==> config.mk <==
export PLATFORM = sky130hd
export DESIGN_NAME = clk_lock_supervisor
export DESIGN_NICKNAME = d
export VERILOG_FILES = /design/src/rtl/clk_lock_supervisor.sv
export SDC_FILE = /design/constraint.sdc
export NUM_CORES = 1
export LEC_CHECK = 0
export CAP_MARGIN = 20
export CELL_PAD_IN_SITES_DETAIL_PLACEMENT = 1
export CELL_PAD_IN_SITES_GLOBAL_PLACEMENT = 1
export CORE_MARGIN = 2
export CORE_UTILIZATION = 45
export CTS_CLUSTER_SIZE = 28
export DETAILED_ROUTE_END_ITERATION = 10
export PLACE_DENSITY_LB_ADDON = 0.05
export SLEW_MARGIN = 10
export SYNTH_ARGS = -nofsm -noshare
export SYNTH_HDL_FRONTEND = slang
export SYNTH_SLANG_ARGS = --single-unit
==> constraint.sdc <==
create_clock -name i_sys_clk -period 4 [get_ports i_sys_clk]
set_input_delay 0.6 -clock i_sys_clk [delete_from_list [all_inputs] [get_ports i_sys_clk]]
set_output_delay 0.6 -clock i_sys_clk [all_outputs]
set_load 0.02 [all_outputs]
==> src/rtl/clk_lock_supervisor.sv <==
// clk_lock_supervisor
//
// Supervises a clocking wizard (PLL/MMCM) from the free-running system clock.
// Pulses the wizard reset, waits a bounded time for lock with a limited number
// of retries, qualifies lock stability and then releases the downstream system
// reset. Counts lock-loss events seen while running.
//
// Ports:
//   i_sys_clk    free-running 100 MHz system clock
//   i_rst        asynchronous reset, active-high
//   i_locked     wizard locked flag, asynchronous to i_sys_clk
//   i_retry      single-cycle pulse; restarts the sequence from FAIL
//   o_pll_rst    reset to the clocking wizard, active-high
//   o_rst_out    reset for logic on the generated clocks, active-high
//   o_ready      high only while running with a qualified lock
//   o_fail       high only in the terminal FAIL state
//   o_state      encoded FSM state (0 PLL_RST, 1 WAIT_LOCK, 2 STABLE, 3 RUN, 4 FAIL)
//   o_retry_cnt  lock timeouts in the current sequence
//   o_loss_cnt   saturating count of lock losses seen in RUN

module clk_lock_supervisor #(
    parameter int unsigned SYNC_STAGES      = 2,
    parameter int unsigned RST_PULSE_CYC    = 16,
    parameter int unsigned LOCK_TIMEOUT_CYC = 1000,
    parameter int unsigned STABLE_CYC       = 64,
    parameter int unsigned MAX_RETRY        = 3,
    parameter int unsigned CNT_W            = 8,
    localparam int unsigned RETRY_W =
        ($clog2(MAX_RETRY + 1) > 2) ? $clog2(MAX_RETRY + 1) : 2
) (
    input  logic               i_sys_clk,
    input  logic               i_rst,
    input  logic               i_locked,
    input  logic               i_retry,
    output logic               o_pll_rst,
    output logic               o_rst_out,
    output logic               o_ready,
    output logic               o_fail,
    output logic [2:0]         o_state,
    output logic [RETRY_W-1:0] o_retry_cnt,
    output logic [CNT_W-1:0]   o_loss_cnt
);

    // One shared timer sized for the longest interval it must measure.
    localparam int unsigned TMR_SPAN_A =
        (RST_PULSE_CYC > LOCK_TIMEOUT_CYC) ? RST_PULSE_CYC : LOCK_TIMEOUT_CYC;
    localparam int unsigned TMR_SPAN = (TMR_SPAN_A > STABLE_CYC) ? TMR_SPAN_A : STABLE_CYC;
    localparam int unsigned TMR_W    = (TMR_SPAN > 1) ? $clog2(TMR_SPAN) : 1;

    localparam logic [TMR_W-1:0] TMR_TOP      = TMR_W'(TMR_SPAN - 1);
    localparam logic [TMR_W-1:0] RST_LAST     = TMR_W'(RST_PULSE_CYC - 1);
    localparam logic [TMR_W-1:0] TIMEOUT_LAST = TMR_W'(LOCK_TIMEOUT_CYC - 1);
    localparam logic [TMR_W-1:0] STABLE_LAST  = TMR_W'(STABLE_CYC - 1);

    localparam logic [RETRY_W-1:0] RETRY_LAST = RETRY_W'(MAX_RETRY - 1);
    localparam logic [RETRY_W-1:0] RETRY_FULL = RETRY_W'(MAX_RETRY);
    localparam logic [CNT_W-1:0]   LOSS_MAX   = {CNT_W{1'b1}};

    typedef enum logic [2:0] {
        StPllRst   = 3'd0,
        StWaitLock = 3'd1,
        StStable   = 3'd2,
        StRun      = 3'd3,
        StFail     = 3'd4
    } state_t;

    state_t             state_q, state_d;
    logic [TMR_W-1:0]   timer_q, timer_d;
    logic [RETRY_W-1:0] retry_q, retry_d;
    logic [CNT_W-1:0]   loss_q, loss_d;
    logic               pll_rst_q, rst_out_q, ready_q, fail_q;

    // ------------------------------------------------------------------
    // Lock synchronizer; cleared by reset so a stale lock cannot leak
    // across a reset.
    // ------------------------------------------------------------------
    logic [SYNC_STAGES-1:0] sync_q;
    logic                   locked_s;

    always_ff @(posedge i_sys_clk or posedge i_rst) begin
        if (i_rst) begin
            sync_q <= '0;
        end else begin
            sync_q <= {sync_q[SYNC_STAGES-2:0], i_locked};
        end
    end

    assign locked_s = sync_q[SYNC_STAGES-1];

    // ------------------------------------------------------------------
    // Reset release stage: the first edge after i_rst falls only samples
    // the deassertion; the FSM starts advancing on the following edge.
    // ------------------------------------------------------------------
    logic armed_q;

    always_ff @(posedge i_sys_clk or posedge i_rst) begin
        if (i_rst) begin
            armed_q <= 1'b0;
        end else begin
            armed_q <= 1'b1;
        end
    end

    // ------------------------------------------------------------------
    // Next-state, timer and counter logic
    // ------------------------------------------------------------------
    always_comb begin
        state_d = state_q;
        timer_d = timer_q;
        retry_d = retry_q;
        loss_d  = loss_q;

        if (armed_q) begin
            unique case (state_q)
                StPllRst: begin
                    // locked_s is deliberately ignored while the wizard is held in reset
                    if (timer_q == RST_LAST) begin
                        state_d = StWaitLock;
                    end
                end

                StWaitLock: begin
                    // Lock has priority over a timeout landing on the same cycle
                    if (locked_s) begin
                        state_d = StStable;
                    end else if (timer_q == TIMEOUT_LAST) begin
                        if (retry_q == RETRY_LAST) begin
                            state_d = StFail;
                            retry_d = RETRY_FULL;
                        end else begin
                            state_d = StPllRst;
                            retry_d = retry_q + RETRY_W'(1);
                        end
                    end
                end

                StStable: begin
                    // A dropout is a glitch, not a timeout: retry count is kept
                    if (!locked_s) begin
                        state_d = StWaitLock;
                    end else if (timer_q == STABLE_LAST) begin
                        state_d = StRun;
                        retry_d = '0;
                    end
                end

                StRun: begin
                    if (!locked_s) begin
                        state_d = StPllRst;
                        if (loss_q != LOSS_MAX) begin
                            loss_d = loss_q + CNT_W'(1);
                        end
                    end
                end

                StFail: begin
                    if (i_retry) begin
                        state_d = StPllRst;
                        retry_d = '0;
                    end
                end

                default: begin
                    state_d = StPllRst;
                end
            endcase

            // Timer restarts on every state entry and saturates otherwise
            if (state_d != state_q) begin
                timer_d = '0;
            end else if (timer_q != TMR_TOP) begin
                timer_d = timer_q + TMR_W'(1);
            end
        end
    end

    always_ff @(posedge i_sys_clk or posedge i_rst) begin
        if (i_rst) begin
            state_q <= StPllRst;
            timer_q <= '0;
            retry_q <= '0;
            loss_q  <= '0;
        end else begin
            state_q <= state_d;
            timer_q <= timer_d;
            retry_q <= retry_d;
            loss_q  <= loss_d;
        end
    end

    // ------------------------------------------------------------------
    // Output registers, decoded from the next state so they switch on the
    // same edge as the state register.
    // ------------------------------------------------------------------
    always_ff @(posedge i_sys_clk or posedge i_rst) begin
        if (i_rst) begin
            pll_rst_q <= 1'b1;
            rst_out_q <= 1'b1;
            ready_q   <= 1'b0;
            fail_q    <= 1'b0;
        end else begin
            pll_rst_q <= (state_d == StPllRst);
            rst_out_q <= (state_d != StRun);
            ready_q   <= (state_d == StRun);
            fail_q    <= (state_d == StFail);
        end
    end

    assign o_pll_rst   = pll_rst_q;
    assign o_rst_out   = rst_out_q;
    assign o_ready     = ready_q;
    assign o_fail      = fail_q;
    assign o_state     = state_q;
    assign o_retry_cnt = retry_q;
    assign o_loss_cnt  = loss_q;

endmodule

==> results.cfg, run 1 <==
[run_status]
status = completed

[setup_path]
critical_path_source_type = register
timing.critical_path.required_ps = 4270
r2r_start = armed_q
timing.reg2reg.setup_slack_ps = 1550
worstPathCellList = clkinv_1 > or4_4 > a31oi_4 > and4_1 > xor2_1
worstPathMaxFanout = 18
critPathMaxStageDelay_ps = 710
worstSetupEndpointType = register
worst_case_reg_to_reg_path_depth = 5
signal_arrival_time_at_the_worst_endpoint_ps = 2720
worstSetupStartpoint = armed_q
kind_of_critical_path = reg2reg
timing.critical_path.slowest_stage_cell = sky130_fd_sc_hd__dfrtp_1

[detailed_routing]
highest_layer = met4
route.final.wire_length_um = 3650
drtAntennaViolNets = 0
num_vias = 1268
drt-met1-wl_um = 1610
met3WireLength_um = 102
drt-initial-drc-count = 35
wl_met2_um = 1890
route.detailed.drc = 0
wl_per_cell_um = 16.1
detail_route.first_pass.iterations = 3
route.detailed.vias_per_inst = 5.61

[final_layout]
antennaDiodeCount = 0
finalInstanceArea_um2 = 1920
flow.area_growth_from_synthesis_pct = 20.3
drive_above_1_share_pct = 13.3
final_common_cell = sky130_fd_sc_hd__dfrtp_1
fillerInstances = 414
most_frequent_cells_in_the_layout = sky130_fd_sc_hd__dfrtp_1, sky130_fd_sc_hd__clkdlybuf4s50_1, sky130_fd_sc_hd__a21oi_1, sky130_fd_sc_hd__nor2_1
finish.net_count = 186
multi_input_comb_area_um2 = 776
regArea_um2 = 753

[floorplan]
die_width_um = 63.6
io_pins = 21
floorplan.initialDensity_pct = 47.5
std_cell_rows = 21
die-height_um = 63.6
fp.dieArea_um2 = 4040
core_region_area_um2 = 3360

[hold_path]
hold_path_startpoint = sync_q[0]
hp-class = reg2reg
min_path_cells = 0

[synthesis]
synth_nets = 162
syn_area_um2 = 1600
ys_top_cells_by_area = sky130_fd_sc_hd__dfrtp_1, sky130_fd_sc_hd__dfstp_2, sky130_fd_sc_hd__a21oi_1
ys_ff_latch = 30
yosysWarnings = 0
ys_dominant_reg_cell = sky130_fd_sc_hd__dfrtp_1
synth_seq_area_share_pct = 47.1
synth_top_area_share_pct = 43.9
number_of_enable_flip_flop_cells_after_synthesis = 0
synthesis.area_per_instance_um2 = 10.3
synthDominantAreaCellType = sky130_fd_sc_hd__dfrtp_1
unique_cell_type_count_in_the_yosys_netlist = 48
synthCells = 155
async_flop_share_pct = 100

[sta]
timing_hold_violations_final = 0
rsz_0062_raised_after_global_routing = false
max-slew-margin-rel_pct = 62.7
final_min_period_over_clock_period_pct = 61.3
timing.final.max_slew_violations = 0
worst_pin_slew_ps = 559
finClkSkew_ps = 12.7
finalWorstPathRequiredPeriod_ps = 2450
maxClockFrequency_mhz = 408
fin_setup_tns_ps = 0
setup_viol = 0

[cts]
worstSkewPairLatency_ps = 340
clkSlewWorstSetupHoldPaths_ps = 110
clk_root_buffer_cell = sky130_fd_sc_hd__clkbuf_4
post_cts_buffers = 0
clock_path_buffers = 2
cts_max_level = 2
cts_made_buffers = 5
cts_repair_resize_count = 0
tritoncts = built
ctsHoldBuffers = 0
clock-sinks = 30

[placed_design]
place.detailed.hpwl_um = 2720
dpl_cell_area_um2 = 1860
portBuffers = 20
globalplace.congestion = 0.795

[global_route]
grt_start_max_net_pins = 21
first_global_vias = 1372
track_usage_pct = 20.4
grt_pass1_wl_um = 6440
grt_antenna_before_repair = 0
grt-ovfl-total = 0

[pwr]
p_leak_nw = 0.858
worst_ir_drop_vdd_mv = 0.275
power.density_cell_area_nw_per_um2 = 454

[job]
cap_violations = 0
-- kinds of logic after synthesis --
| kind of cell | Yosys count | share of synthesized area, % |
|---|---|---|
| AND/OR/NAND/NOR | 56 | 19.9 |
| AO/OA/AOI/OAI | 38 | 18.9 |
| flip-flops | 30 | 47.1 |
| buffers and inverters | 15 | 4.31 |
| XOR/XNOR | 7 | 3.84 |
| multiplexers | 5 | 3.37 |
| adder cells (fa/ha/maj) | 3 | 2.35 |
| other | 1 | 0.235 |
-- flip-flops by register name, summed over array words and instances, names as in the netlist --
register     count
o_state          3
timer_q         10
o_fail           1
o_loss_cnt       8
sync_q           2
o_retry_cnt      2
o_rst_out        1
armed_q          1
o_ready          1
o_pll_rst        1
-- area by class of cell --
type                            instances  area share [%]
Tap cell                               46            2.99
Clock inverter                          3            1.11
Multi-Input combinational cell        110            40.4
Timing Repair Buffer                   23            12.6
Sequential cell                        30            39.2
Inverter                                9            1.76
Clock buffer                            5            1.95
-- report_power, final --
part           leakage [nW]  switching (mW)  internal [mW]  total, mW
Sequential            0.391          0.0558          0.348      0.403
Clock                0.0312           0.119         0.0682      0.187
Combinational         0.436           0.148          0.134      0.281
-- metrics by stage --
| step | utilization (%) | std cells | setup WS (ps) | power (mW) | hold WS (ps) |
|---|---|---|---|---|---|
| after floorplan | - | 155 | 2010 | 0.579 | 331 |
| after global placement | 54.6 | 217 | 1660 | 0.674 | 337 |
| after detailed placement | 55.4 | 218 | 1560 | 0.695 | 347 |
| after CTS | 57.1 | 226 | 1540 | 0.886 | 372 |
| after global routing | 57.1 | 226 | 1330 | 0.929 | 377 |
| final | 57.1 | 226 | 1550 | 0.872 | 368 |
-- worst paths after layout --
kind,to
max,o_loss_cnt[7]
min,sync_q[1]
max reg2reg,o_loss_cnt[7]
min reg2reg,sync_q[1]
max in group asynchronous,timer_q[8]
min in group asynchronous,o_state[1]
-- worst max-delay path, delay by kind of cell, from the launching register on --
kind,cells,cell delay (ps)
buffers and inverters,1,390
AO/OA/AOI/OAI,1,270
flip-flops,1,710
AND/OR/NAND/NOR,2,850
XOR/XNOR,1,160
-- cell usage after synthesis (all sizes together), types with 2 or more instances --
master and number:
a211oi 3, a21o 5, a21oi 10, a31oi 2, and3 5, and4 2, buf 3, clkbuf 3
dfrtp 28, dfstp 2, ha 3, inv 8, mux2 3, mux2i 2, nand2 7, nand2b 3
nand3 8, nand4 4, nor2 10, nor3 5, nor3b 2, nor4 3, o21ai 5, o22ai 2
o2bb2ai 3, or4 4, xnor2 5, xor2 2
-- metal layers --
metal	track usage [%]	vias up
li1	-	621
met1	24.5	625
met2	35.7	16
met3	5.18	6
met4	6.52	0
met5	0	-
No activity file was read; power rests on OpenSTA's default activity.
==> run 2: changes to the inputs <==
Settings changed: CORE_UTILIZATION 45 to 38.
Clock period 4 ns to 2.1 ns, I/O delays scaled along.
==> run 2 against run 1 <==
- flip-flop and latch count stayed put
- final cell count is 9.3% higher
- final area is 11% higher
- core utilization is 4.3 points lower
- power is 110% higher
- critical path depth is 1 higher
- via count is 7.8% higher
- worst hold slack worse by 19 ps
- setup slack worse by 1500 ps
- count of clock-buffer cells in the layout is 3 higher
- critical endpoint is now timer_q[4]
==> results.cfg, run 2 (synthesis gave the netlist of run 1 again) <==
[pwr]
net_switching_fraction_of_the_power_pct = 34.9
power.density_cell_area_nw_per_um2 = 874
p_clk_share_pct = 24.1
worst_ir_drop_vdd_mv = 0.546
p_leak_nw = 0.945
seq_power_share_pct = 40.5
combinationalPowerShare_pct = 35.4
intPower_mw = 1.21
post-layout-total-power_mw = 1.86
switchingPower_uw = 650

[cts]
clock-sinks = 30
cts_max_level = 2
tritoncts = built
clk_root_buffer_cell = sky130_fd_sc_hd__clkbuf_8
clkSlewWorstSetupHoldPaths_ps = 60
worstSkewPairLatency_ps = 280
cts_made_buffers = 5
clock_path_buffers = 2

[detailed_routing]
route.detailed.drc = 0
drt-initial-drc-count = 92
drtAntennaViolNets = 0
num_vias = 1367
detail_route.first_pass.iterations = 4
route.detailed.vias_per_inst = 5.53
route.final.wire_length_um = 4210
wl_per_cell_um = 17.0

[final_layout]
flow.area_growth_from_synthesis_pct = 33.4
drive_above_1_share_pct = 24.4
most_frequent_cells_in_the_layout = sky130_fd_sc_hd__dfrtp_1, sky130_fd_sc_hd__clkdlybuf4s50_1, sky130_fd_sc_hd__buf_4, sky130_fd_sc_hd__nor2_1
antennaDiodeCount = 0
finish.net_count = 203
flip_flop_count_of_the_largest_register_all_copies_and_words_added = 10
fillerInstances = 467
regArea_um2 = 753
largest_register = timer_q
multi_input_comb_area_um2 = 855
final_common_cell = sky130_fd_sc_hd__dfrtp_1

[setup_path]
timing.critical_path.required_ps = 2270
timing.reg2reg.setup_slack_ps = 60
worst-path-buf-inv = 0
worstSetupEndpointType = register
worstPathCellList = or4_4 > o31ai_4 > a211oi_4 > o21bai_4 > nor2_2 > a211o_1
kind_of_critical_path = reg2reg
critical_path_source_type = register
timing.critical_path.max_delay_family = compound AO/OA/AOI/OAI gates
timing.critical_path.slowest_stage_cell = sky130_fd_sc_hd__or4_4
critPathMaxStageDelay_ps = 590
worstPathMaxFanout = 7
signal_arrival_time_at_the_worst_endpoint_ps = 2210

[global_route]
first_global_vias = 1414
grt-ovfl-total = 0
grt_antenna_before_repair = 0
grt_start_max_net_pins = 31
track_usage_pct = 20.2
grt_pass1_wl_um = 7010

[sta]
timing.final.max_slew_violations = 0
timing.final.ws_setup_ps = 61.0
finClkSkew_ps = 2.63
finalWorstPathRequiredPeriod_ps = 2040
final_min_period_over_clock_period_pct = 97.1
timing_hold_violations_final = 0
rsz_0062_raised_after_global_routing = true
maxClockFrequency_mhz = 490
setup_viol = 0
fin_worst_hold_slack_ps = 349

[floorplan]
fp.dieArea_um2 = 4740
die_width_um = 68.8
floorplan.initialDensity_pct = 39.7
std_cell_rows = 23
io_pins = 21
core_region_area_um2 = 4030
die-height_um = 68.8

[run_status]
status = completed

[placed_design]
dp_slack_ps = -70.9
globalplace.congestion = 0.777
portBuffers = 20
place.detailed.hpwl_um = 2860

[job]
cap_violations = 0

[hold_path]
hp-class = reg2reg
-- run 2: final cells by class --
type | count | share of cell area [%]
inverters | 9 | 1.59
repair buffers | 39 | 16.3
well taps | 50 | 2.94
flip-flops and latches | 30 | 35.3
clock buffers | 8 | 3.76
multi-input cells | 111 | 40.1
-- run 2: path summary, 6_finish.rpt --
path                             from         end  cells after the start
max reg2reg                timer_q[6]  timer_q[4]                      6
min reg2reg                 sync_q[0]   sync_q[1]                      0
min                         sync_q[0]   sync_q[1]                      0
min in group asynchronous       i_rst  timer_q[4]                      3
max                        timer_q[6]  timer_q[4]                      6
max in group asynchronous       i_rst   o_pll_rst                      3
-- run 2: power groups by stage --
stage	Combinational (mW)	Clock [mW]	Sequential (mW)
6_report	0.660	0.448	0.754
5_1_grt	0.721	0.491	0.771
4_1_cts	0.623	0.457	0.756
3_5_place_dp	0.582	0	0.764
3_3_place_gp	0.560	0	0.754
2_1_floorplan	0.274	0	0.828
-- run 2: metrics by stage --
| step | instances | cell area [um^2] | setup TNS, ps | utilization [%] |
|---|---|---|---|---|
| CTS | 245 | 2050 | 0 | 51.0 |
| finish | 247 | 2130 | 0 | 52.9 |
| detailed placement | 233 | 1930 | -188 | 47.9 |
| global placement | 233 | 1930 | 0 | 47.9 |
| floorplan | 155 | 1600 | 0 | - |
| global route | 247 | 2130 | -22.2 | 52.9 |
-- run 2: layer usage --
layer | wire length, um | track usage (%)
met1 | 1880 | 25.1
met5 | 0 | 0
met4 | 46 | 5.15
met3 | 108 | 4.71
met2 | 2170 | 35.5
-- run 2: repair_timing --
item / 4_1_cts / 5_1_grt
setup endpoints to repair: 5 / 16
pin swaps: 1 / 4
setup buffers: 3 / 2
resized for setup: 2 / 14
hold buffers: 0 / 0
gates cloned: 1 / 0
